### src/rtl/alu_serial_pkg.sv
// rtl/alu_serial_pkg.sv - op codes, FSM states and flag indices for alu_serial
// Optional shift ops RL/SLA are enabled by defining ALU_SERIAL_SHIFT_EN.
package alu_serial_pkg;

    localparam logic [3:0] OP_ADD = 4'd0;
    localparam logic [3:0] OP_ADC = 4'd1;
    localparam logic [3:0] OP_SUB = 4'd2;
    localparam logic [3:0] OP_SBC = 4'd3;
    localparam logic [3:0] OP_AND = 4'd4;
    localparam logic [3:0] OP_XOR = 4'd5;
    localparam logic [3:0] OP_OR  = 4'd6;
    localparam logic [3:0] OP_CP  = 4'd7;
    localparam logic [3:0] OP_RL  = 4'd8;
    localparam logic [3:0] OP_SLA = 4'd9;

    typedef enum logic [1:0] {
        ST_IDLE = 2'd0,
        ST_RUN  = 2'd1,
        ST_DONE = 2'd2
    } state_e;

    localparam int FLAG_Z = 3;
    localparam int FLAG_N = 2;
    localparam int FLAG_H = 1;
    localparam int FLAG_C = 0;

    function automatic logic op_supported(input logic [3:0] op);
`ifdef ALU_SERIAL_SHIFT_EN
        return op <= OP_SLA;
`else
        return op <= OP_CP;
`endif
    endfunction

    // Ops whose first slice consumes the C flag as carry/borrow-in.
    function automatic logic op_takes_carry(input logic [3:0] op);
`ifdef ALU_SERIAL_SHIFT_EN
        return (op == OP_ADC) || (op == OP_SBC) || (op == OP_RL);
`else
        return (op == OP_ADC) || (op == OP_SBC);
`endif
    endfunction

endpackage

### src/rtl/alu_serial_slice.sv
// rtl/alu_serial_slice.sv - combinational one-slice datapath of alu_serial
// RL/SLA cases exist only when ALU_SERIAL_SHIFT_EN is defined.
module alu_serial_slice
    import alu_serial_pkg::*;
#(
    parameter int DATA_W = 8
) (
    input  logic [DATA_W-1:0] a,
    input  logic [DATA_W-1:0] b,
    input  logic              carry_in,
    input  logic [3:0]        op,
    output logic [DATA_W-1:0] result,
    output logic              carry_out,
    output logic              half_out
);

    localparam int HALF_W = DATA_W / 2;

    logic [DATA_W:0] sum;
    logic [DATA_W:0] diff;

    assign sum  = {1'b0, a} + {1'b0, b} + {{DATA_W{1'b0}}, carry_in};
    assign diff = {1'b0, a} - {1'b0, b} - {{DATA_W{1'b0}}, carry_in};

    // Carry/borrow into bit HALF_W is recovered from the operand and result bits.
    always_comb begin
        result    = a;
        carry_out = 1'b0;
        half_out  = 1'b0;
        case (op)
            OP_ADD, OP_ADC: begin
                result    = sum[DATA_W-1:0];
                carry_out = sum[DATA_W];
                half_out  = a[HALF_W] ^ b[HALF_W] ^ sum[HALF_W];
            end
            OP_SUB, OP_SBC, OP_CP: begin
                result    = diff[DATA_W-1:0];
                carry_out = diff[DATA_W];
                half_out  = a[HALF_W] ^ b[HALF_W] ^ diff[HALF_W];
            end
            OP_AND: begin
                result   = a & b;
                half_out = 1'b1;
            end
            OP_XOR: result = a ^ b;
            OP_OR:  result = a | b;
`ifdef ALU_SERIAL_SHIFT_EN
            OP_RL, OP_SLA: begin
                result    = {a[DATA_W-2:0], carry_in};
                carry_out = a[DATA_W-1];
            end
`endif
            default: result = a;
        endcase
    end

endmodule

### src/rtl/alu_serial.sv
// rtl/alu_serial.sv - serial multi-slice ALU with Z/N/H/C flags and start/busy/done handshake
// Define ALU_SERIAL_SHIFT_EN to add the RL/SLA shift ops.
module alu_serial
    import alu_serial_pkg::*;
#(
    parameter int DATA_W    = 8,
    parameter int MAX_BYTES = 2,
    parameter int LEN_W     = $clog2(MAX_BYTES + 1)
) (
    input  logic                          i_Clk,
    input  logic                          i_Reset,
    input  logic                          i_Enable,
    input  logic                          i_Start,
    input  logic [3:0]                    i_Op,
    input  logic [LEN_W-1:0]              i_Len,
    input  logic [MAX_BYTES*DATA_W-1:0]   i_A,
    input  logic [MAX_BYTES*DATA_W-1:0]   i_B,
    input  logic                          i_Save_Flags,
    input  logic                          i_Flags_Write,
    input  logic [3:0]                    i_Flags_Data,
    output logic                          o_Busy,
    output logic                          o_Done,
    output logic [MAX_BYTES*DATA_W-1:0]   o_Result,
    output logic [3:0]                    o_Flags
);

    localparam int TOT_W = MAX_BYTES * DATA_W;

    state_e              state_q, state_d;
    logic [3:0]          op_q, op_d;
    logic [TOT_W-1:0]    a_q, a_d;
    logic [TOT_W-1:0]    b_q, b_d;
    logic                save_q, save_d;
    logic [LEN_W-1:0]    len_q, len_d;
    logic [LEN_W-1:0]    idx_q, idx_d;
    logic                carry_q, carry_d;
    logic                half_q, half_d;
    logic                zero_q, zero_d;
    logic [TOT_W-1:0]    result_q, result_d;
    logic [3:0]          flags_q, flags_d;
    logic                busy_q, busy_d;
    logic                done_q, done_d;

    logic [LEN_W-1:0]    eff_len;
    logic [DATA_W-1:0]   sl_a, sl_b, sl_result;
    logic                sl_carry, sl_half;
    logic                keep_a;
    logic [3:0]          done_flags;

    assign sl_a   = a_q[int'(idx_q)*DATA_W +: DATA_W];
    assign sl_b   = b_q[int'(idx_q)*DATA_W +: DATA_W];
    assign keep_a = (op_q == OP_CP) || !op_supported(op_q);

    alu_serial_slice #(
        .DATA_W    (DATA_W)
    ) u_slice (
        .a         (sl_a),
        .b         (sl_b),
        .carry_in  (carry_q),
        .op        (op_q),
        .result    (sl_result),
        .carry_out (sl_carry),
        .half_out  (sl_half)
    );

    always_comb begin
        if (i_Len == '0) begin
            eff_len = LEN_W'(1);
        end else if (i_Len > LEN_W'(MAX_BYTES)) begin
            eff_len = LEN_W'(MAX_BYTES);
        end else begin
            eff_len = i_Len;
        end
    end

    always_comb begin
        case (op_q)
            OP_ADD, OP_ADC:        done_flags = {zero_q, 1'b0, half_q, carry_q};
            OP_SUB, OP_SBC, OP_CP: done_flags = {zero_q, 1'b1, half_q, carry_q};
            OP_AND:                done_flags = {zero_q, 1'b0, 1'b1, 1'b0};
`ifdef ALU_SERIAL_SHIFT_EN
            OP_RL, OP_SLA:         done_flags = {zero_q, 1'b0, 1'b0, carry_q};
`endif
            default:               done_flags = {zero_q, 1'b0, 1'b0, 1'b0};
        endcase
    end

    always_comb begin
        state_d  = state_q;
        op_d     = op_q;
        a_d      = a_q;
        b_d      = b_q;
        save_d   = save_q;
        len_d    = len_q;
        idx_d    = idx_q;
        carry_d  = carry_q;
        half_d   = half_q;
        zero_d   = zero_q;
        result_d = result_q;
        flags_d  = flags_q;
        case (state_q)
            ST_IDLE: begin
                if (i_Start) begin
                    state_d  = ST_RUN;
                    op_d     = i_Op;
                    a_d      = i_A;
                    b_d      = i_B;
                    save_d   = i_Save_Flags;
                    len_d    = eff_len;
                    idx_d    = '0;
                    carry_d  = op_takes_carry(i_Op) ? flags_q[FLAG_C] : 1'b0;
                    half_d   = 1'b0;
                    zero_d   = 1'b1;
                    result_d = '0;
                end
            end
            ST_RUN: begin
                result_d[int'(idx_q)*DATA_W +: DATA_W] = keep_a ? sl_a : sl_result;
                carry_d = sl_carry;
                half_d  = sl_half;
                zero_d  = zero_q & ~(|sl_result);
                if (idx_q == len_q - LEN_W'(1)) begin
                    state_d = ST_DONE;
                end else begin
                    idx_d = idx_q + LEN_W'(1);
                end
            end
            ST_DONE: begin
                state_d = ST_IDLE;
                if (save_q && op_supported(op_q)) begin
                    flags_d = done_flags;
                end
            end
            default: state_d = ST_IDLE;
        endcase
        // A direct load overrides a same-cycle completion writeback.
        if (i_Flags_Write) begin
            flags_d = i_Flags_Data;
        end
        busy_d = (state_d != ST_IDLE);
        done_d = (state_d == ST_DONE);
    end

    always_ff @(posedge i_Clk) begin
        if (i_Reset) begin
            state_q  <= ST_IDLE;
            op_q     <= '0;
            a_q      <= '0;
            b_q      <= '0;
            save_q   <= 1'b0;
            len_q    <= '0;
            idx_q    <= '0;
            carry_q  <= 1'b0;
            half_q   <= 1'b0;
            zero_q   <= 1'b0;
            result_q <= '0;
            flags_q  <= 4'h0;
            busy_q   <= 1'b0;
            done_q   <= 1'b0;
        end else if (i_Enable) begin
            state_q  <= state_d;
            op_q     <= op_d;
            a_q      <= a_d;
            b_q      <= b_d;
            save_q   <= save_d;
            len_q    <= len_d;
            idx_q    <= idx_d;
            carry_q  <= carry_d;
            half_q   <= half_d;
            zero_q   <= zero_d;
            result_q <= result_d;
            flags_q  <= flags_d;
            busy_q   <= busy_d;
            done_q   <= done_d;
        end
    end

    assign o_Busy   = busy_q;
    assign o_Done   = done_q;
    assign o_Result = result_q;
    assign o_Flags  = flags_q;

endmodule

### config.mk
export PLATFORM = sky130hd
export DESIGN_NAME = alu_serial
export DESIGN_NICKNAME = d
export VERILOG_FILES = /design/src/rtl/alu_serial_pkg.sv /design/src/rtl/alu_serial_slice.sv /design/src/rtl/alu_serial.sv
export SDC_FILE = /design/constraint.sdc
export NUM_CORES = 1
export LEC_CHECK = 0
export CELL_PAD_IN_SITES_DETAIL_PLACEMENT = 0
export CELL_PAD_IN_SITES_GLOBAL_PLACEMENT = 1
export CORE_MARGIN = 8
export CORE_UTILIZATION = 40
export DETAILED_ROUTE_END_ITERATION = 16
export GPL_ROUTABILITY_DRIVEN = 1
export GPL_TIMING_DRIVEN = 0
export PLACE_DENSITY = 0.85
export SETUP_SLACK_MARGIN = 0.3
export SLEW_MARGIN = 30
export SYNTH_ARGS = -nofsm -noshare
export SYNTH_HDL_FRONTEND = slang
export SYNTH_SLANG_ARGS = --single-unit
export TNS_END_PERCENT = 10
### constraint.sdc
create_clock -name i_Clk -period 4.3 [get_ports i_Clk]
set_input_delay 0.86 -clock i_Clk [delete_from_list [all_inputs] [get_ports i_Clk]]
set_output_delay 0.86 -clock i_Clk [all_outputs]
set_load 0.02 [all_outputs]
# ---- Word level (Yosys, flattened, before mapping)
# Index checks and enable logic that the tools add are counted.
dict set report word_totals {
  latchBits 0
  ramBits 0
  ff_bits 68
  mem_count 0
  wordCells 94
  in_bits 48
  rom_bits 0
  output_inout_bits 22
}
dict set report classes {
  n_shift 4
  eq_ne 15
  add_sub_neg 7
  multipliers 0
  n_lt_le_gt_ge 2
  muxes 26
  reduce_logical 18
  bitwise_logic 8
  div_mod_pow 0
}
# op count
set ops {}
lappend ops {{$pmux 8 s5} 1}
lappend ops {{$neg 5->33} 1}
lappend ops {{$shift 8x33->16 const A} 1}
lappend ops {{$shiftx 8x33->16} 1}
lappend ops {{$pmux 16 s2} 1}
lappend ops {{$shiftx 16x6->8} 2}
lappend ops {{$bwmux 16} 1}
lappend ops {{$eq 4x3->1 const B} 4}
lappend ops {{$mux 16} 1}
lappend ops {{$eq 4x2->1 const B} 3}
lappend ops {{$mux 2} 6}
lappend ops {{$mux 4} 3}
lappend ops {{$add 8x8->9} 1}
lappend ops {{$add 9x1->9} 1}
lappend ops {{$pmux 3 s3} 1}
lappend ops {{$reduce_and 3->1} 3}
lappend ops {{$sub 8x8->9} 1}
lappend ops {{$sub 9x1->9} 1}
lappend ops {{$and 8x8->8} 1}
lappend ops {{$eq 4x1->1 const B} 2}
lappend ops {{$mux 8} 1}
lappend ops {{$or 8x8->8} 1}
lappend ops {{$pmux 1 s2} 4}
lappend ops {{$pmux 2 s2} 2}
lappend ops {{24 further kinds} 36}

# ---- Logic depth before layout (Yosys ltp)
dict set report depth {
  depth_word 8
  ltp_mapped 15
  ltp_nobuf 13
}

# ---- Modules after synthesis
# From an unflattened synthesis, not the netlist that was laid out.
dict set report hier_totals {
  hier_cells 543
  area_unflattened_um2 4431.8
}
# mod cells_per_inst instances seq_area_each_um2 area_per_inst_um2
set modules_own_cells {}
lappend modules_own_cells {alu_serial 344 1 1361.3 2976.6}
lappend modules_own_cells {alu_serial_slice 199 1 0.0 1455.1}

# ---- Least setup slack after synthesis
# Ideal clock, no wire load.
dict set report synth_path {
  kind {register to register}
  from {register idx_q[0]}
  to {register zero_q}
  period_less_slack_ns 3.745
  setup_time_ns 0.059
  arrival_ns 3.686
  n_path_buf 2
  required_ns 4.241
  slack_ns 0.555
  stages_incl_launch_ff 15
  cell_sequence {dfxtp_1 buf_2 buf_1 mux2i_1 nor2_1 inv_1 fa_1 fa_1 nand2b_1 a21oi_1 nand2_1 a311oi_2 o2111ai_1 o31ai_1 a41o_1}
}
dict set report synth_between {
  elab_chain_len 8
  word_cells_on_any_way 14
  classes_between {add/sub (4); shift (2); mux (2); bitwise (5); reduce/logical (1)}
}
# element line
set synth_rtl {}
lappend synth_rtl {{from (decl)} alu_serial.sv:35} ;# logic [LEN_W-1:0] idx_q, idx_d;
lappend synth_rtl {{from (signal assigned)} alu_serial.sv:167} ;# idx_q <= idx_d;
lappend synth_rtl {{$shiftx 16x6->8 (on tied branches)} {alu_serial.sv:50, alu_serial.sv:51}}
lappend synth_rtl {{$sub 8x8->9 or $add 8x8->9 (tied branches)} {alu_serial_slice.sv:23, alu_serial_slice.sv:22}}
lappend synth_rtl {{$sub 9x1->9 or $add 9x1->9 (tied branches)} {alu_serial_slice.sv:23, alu_serial_slice.sv:22}}
lappend synth_rtl {{$pmux 8 s5 *} alu_serial_slice.sv:30} ;# case (op)
lappend synth_rtl {{$reduce_or 8->1 *} alu_serial.sv:121} ;# zero_d = zero_q & ~(|sl_result);
lappend synth_rtl {{$not 1->1 *} alu_serial.sv:121}
lappend synth_rtl {{$and 1x1->1 *} alu_serial.sv:121}
lappend synth_rtl {{$pmux 1 s2 *} alu_serial.sv:101} ;# case (state_q)
lappend synth_rtl {{to (signal assigned)} alu_serial.sv:170} ;# zero_q <= zero_d;
lappend synth_rtl {{to (decl)} alu_serial.sv:38} ;# logic zero_q, zero_d;
# Every way passes the cells marked *; elsewhere a longest branch is shown, timed or not.
# A chain may end at the register's enable or synchronous reset.

# ---- Final worst setup path
dict set report layout_path {
  from {register idx_q[0]}
  to {register result_q[7] (netlist: o_Result[7])}
}
dict set report layout_between {
  elab_chain_len 8
  word_cells_on_any_way 16
  classes_between {add/sub (5); shift (4); mux (4); bitwise (3)}
}
# element line
set layout_rtl {}
lappend layout_rtl {{$shiftx 16x6->8 (on tied branches)} {alu_serial.sv:50, alu_serial.sv:51}}
lappend layout_rtl {{$sub 8x8->9 or $add 8x8->9 (tied branches)} {alu_serial_slice.sv:23, alu_serial_slice.sv:22}}
lappend layout_rtl {{$sub 9x1->9 or $add 9x1->9 (tied branches)} {alu_serial_slice.sv:23, alu_serial_slice.sv:22}}
lappend layout_rtl {{$pmux 8 s5} alu_serial_slice.sv:30}
lappend layout_rtl {{$mux 8} alu_serial.sv:118} ;# result_d[int'(idx_q)*DATA_W +: DATA_W] = keep_a ? sl_a : sl_result;
lappend layout_rtl {{$shiftx 8x33->16} alu_serial.sv:118}
lappend layout_rtl {{$bwmux 16 *} alu_serial.sv:118}
lappend layout_rtl {{$pmux 16 s2 *} alu_serial.sv:101}
lappend layout_rtl {{to (signal assigned)} alu_serial.sv:171} ;# result_q <= result_d;
lappend layout_rtl {{to (decl)} alu_serial.sv:39} ;# logic [TOT_W-1:0] result_q, result_d;
# Marks and branches as above.

==> flow_metrics.tcl <==
set metrics [dict create \
    p_sw_mw 0.5350 \
    setup_viol 0 \
    antenna_cells 0 \
    startpoint_type "flip-flop" \
    syn-cell-area_mm2 0.004428 \
    outcome "finished clean" \
    timing.fmax_ghz 0.2623 \
    synth_area_leaders "dfxtp_1, nand2_1, ha_1" \
    r2r-start "idx_q[0]$_SDFFE_PP0P_" \
    clk_latency_ns 0.35 \
    yosysSeqAreaShare_pct 30.74 \
    syn-num-nets 663 \
    final_nets 742 \
    synth_async_sr_flop_share_pct 0 \
    place.gp.congestion 0.8703 \
    synth.most_common_cell "nand2_1" \
    tns_ns 0 \
    synthFlopType "dfxtp_1" \
    hold_path_class "flip-flop to flip-flop" \
    switching_share_pct 32.71 \
    dieArea_mm2 0.01469 \
    clockBufferDepth 2 \
    worst_slew_pin_slew_ns 0.8646 \
    period_needed_ns 3.812 \
    portBuffers 66 \
    drcViolationCount 0 \
    antenna_found_initial 0 \
    power_density_mw_per_mm2 297.6 \
    start_util_pct 40.85 \
    crit_type "flip-flop to flip-flop" \
    grt_pass1_vias 4437 \
    slew_headroom_pct 42.21 \
    hpwl_um 10960 \
    clkSinkCount 68 \
    synth_seq_cells 68 \
    yosysTopAreaCell "dfxtp_1" \
    die_height_um 121.2 \
    p_leak_nw 2.081 \
    antenna_left 0 \
    cts_max_level 3 \
    cp.required_ns 4.52 \
    postSynthCellCount 581 \
    clock_skew_ns 0.01621 \
    vias 4423 \
    crit_path_end_kind "flip-flop" \
    place_ws_ns -0.3109 \
    p_seq_share_pct 41.0 \
    drt_iter0_drc 249 \
    ys_top_cells_by_count "nand2_1, a21oi_1, dfxtp_1, nor2_1, inv_1" \
    clock-root-buffer "clkbuf_8" \
    drive_gt1_share_pct 7.368 \
    synth_edf_count 0 \
    arrival_ns 4.03 \
    endpoint "o_Result[7]$_SDFFE_PP0P_" \
    yosysUniqueCellTypes 58 \
    track_usage_pct 19.39 \
    std_cell_rows 38 \
    area_growth_pct 24.13 \
    worstSetupStartpoint "idx_q[0]$_SDFFE_PP0P_" \
    r2r_setup_slack_ns 0.49 \
    fp.coreArea_mm2 0.01084 \
    vias_per_cell 5.494 \
    drt_wl_total_um 14190 \
    combPwrFrac_pct 26.1 \
    synth_top_area_share_pct 30.74 \
    hold_viol 0 \
    fin_cells 805 \
    synthesis.area_per_instance_um2 7.621 \
    internal_power_mw 1.101 \
    placedCellCount 787 \
    cts_hold_buf 0 \
    worst_hold_slack_ns 0.4542 \
    rr_worst_depth 13 \
    finalCritPeriodShare_pct 88.66 \
    grt_pass1_wl_um 22790 \
    grt-ovfl-total 0 \
    pwr-share-clk_pct 32.9 \
    firstDrtPassIters 5 \
    yosys_warnings 0 \
    slew_viol_final 0 \
    critPathMaxFanout 10 \
    grt_setup_unrepaired "yes" \
    pin_count 70 \
    clk_pin_slew_ns 0.09 \
    reg2reg_to "o_Result[7]$_SDFFE_PP0P_" \
    ir_drop_uv 151.8 \
    wl_per_cell_um 17.63 \
    cts_made_buffers 9 \
    setup_ws_ns 0.4877 \
    grt_max_degree 13 \
    cts_tree "yes" \
    die_x_um 121.2 \
    max-cap-violations 0 \
]
## area by class of cell
class | count | area, µm²
buffer | 36 | 165.2
clock buffer | 10 | 127.6
clock inverter | 6 | 63.81
fill | 1100 | 5344
inverter | 33 | 123.9
multi-input combinational | 444 | 2804
sequential | 68 | 1361
tap | 140 | 175.2
timing repair buffer | 68 | 675.6
## critical path, stage by stage (launching register included)
cell,delay (ns)
dfxtp_1,0.44
buf_4,0.24
buf_4,0.24
mux2i_1,0.10
or2_2,0.32
ha_1,0.40
ha_1,0.42
nand3b_1,0.09
o211ai_1,0.31
nand2b_1,0.10
a211oi_1,0.36
o21ai_1,0.17
o311ai_1,0.37
a21oi_1,0.11
## sequential cells by signal (all words and copies together) (netlist names), 2 cells and up
| signal | flops |
|---|---|
| a_q | 16 |
| b_q | 16 |
| o_Result | 16 |
| o_Flags | 4 |
| op_q | 4 |
| idx_q | 2 |
| len_q | 2 |
| state_q | 2 |
## through the flow
step | instance area, µm² | utilization, % | power [mW]
floorplan | 4428 | - | 0.9502
global placement | 5264 | 48.56 | 1.089
detailed placement | 5264 | 48.56 | 1.097
CTS | 5490 | 50.65 | 1.628
global route | 5497 | 50.70 | 1.707
finish | 5497 | 50.70 | 1.636
## cells in the final DEF, fill, tap and decap left out, types with 3 or more instances in the layout
cell type,instances
inv_1,33
a32oi_1,3
mux2i_1,18
dfxtp_1,68
o21ai_1,4
o211ai_1,10
clkdlybuf4s50_1,66
nor3_1,6
clkbuf_8,9
o22ai_1,3
a211oi_1,4
fa_1,3
nor2b_1,4
nand2_1,116
nand2b_1,12
or2_2,13
o21ai_0,23
a31oi_1,5
o21bai_1,3
clkbuf_1,27
a21oi_1,69
nor2_1,34
buf_1,3
mux2_2,3
or3_1,4
buf_4,4
xor2_1,4
ha_1,30
a221oi_1,4
nor3b_1,7
a22oi_1,7
nand3_1,7
xnor2_1,4
o21a_1,3
buf_2,3
nand3b_1,4
and3b_1,4
a21o_1,3
## worst min-delay path by stage
stage	start	end	slack [ns]	cells after the start
5_1_grt	a_q[13]$_SDFFE_PP0P_	a_q[13]$_SDFFE_PP0P_	0.47	2
4_1_cts	save_q$_SDFFE_PP0P_	save_q$_SDFFE_PP0P_	0.46	2
6_report	save_q$_SDFFE_PP0P_	save_q$_SDFFE_PP0P_	0.45	2
3_5_place_dp	b_q[3]$_SDFFE_PP0P_	b_q[3]$_SDFFE_PP0P_	0.45	2
2_1_floorplan	save_q$_SDFFE_PP0P_	save_q$_SDFFE_PP0P_	0.43	2
3_3_place_gp	save_q$_SDFFE_PP0P_	save_q$_SDFFE_PP0P_	0.44	2
## repair_timing
action                                  in CTS  in global routing
resized for setup                            5                  3
endpoints found under the hold margin        0                  0
endpoints found under the setup margin      14                  6
pin swaps                                    1                  1
setup buffers                                2                  0
## power by group through the flow
stage / Clock [mW] / Sequential (mW) / Combinational (mW)
floorplan: 0 / 0.685 / 0.265
global placement: 0 / 0.684 / 0.406
detailed placement: 0 / 0.684 / 0.413
CTS: 0.536 / 0.670 / 0.423
global route: 0.564 / 0.673 / 0.470
finish: 0.538 / 0.670 / 0.427
## layer usage
metal,vias up,global-route usage [%],routed length (µm),part of all wire [%]
met5,-,0,0,0
met4,0,8.558,431,3.0
met3,28,3.490,939,6.6
met2,144,30.43,6332,45
met1,2089,25.46,6486,46
li1,2162,-,-,-
## cells by family after synthesis
group                      count (synthesis)  synth area share, %
and+or+nand+nor                          223                24.13
buffers and inverters                     69                6.386
muxes                                     21                4.832
DFF                                       68                30.74
AOI/OAI and AO/OA                        158                22.04
xor gates and xnor gates                   8                1.582
adders and majority gates                 34                10.29
No activity file was read; power rests on OpenSTA's default activity.
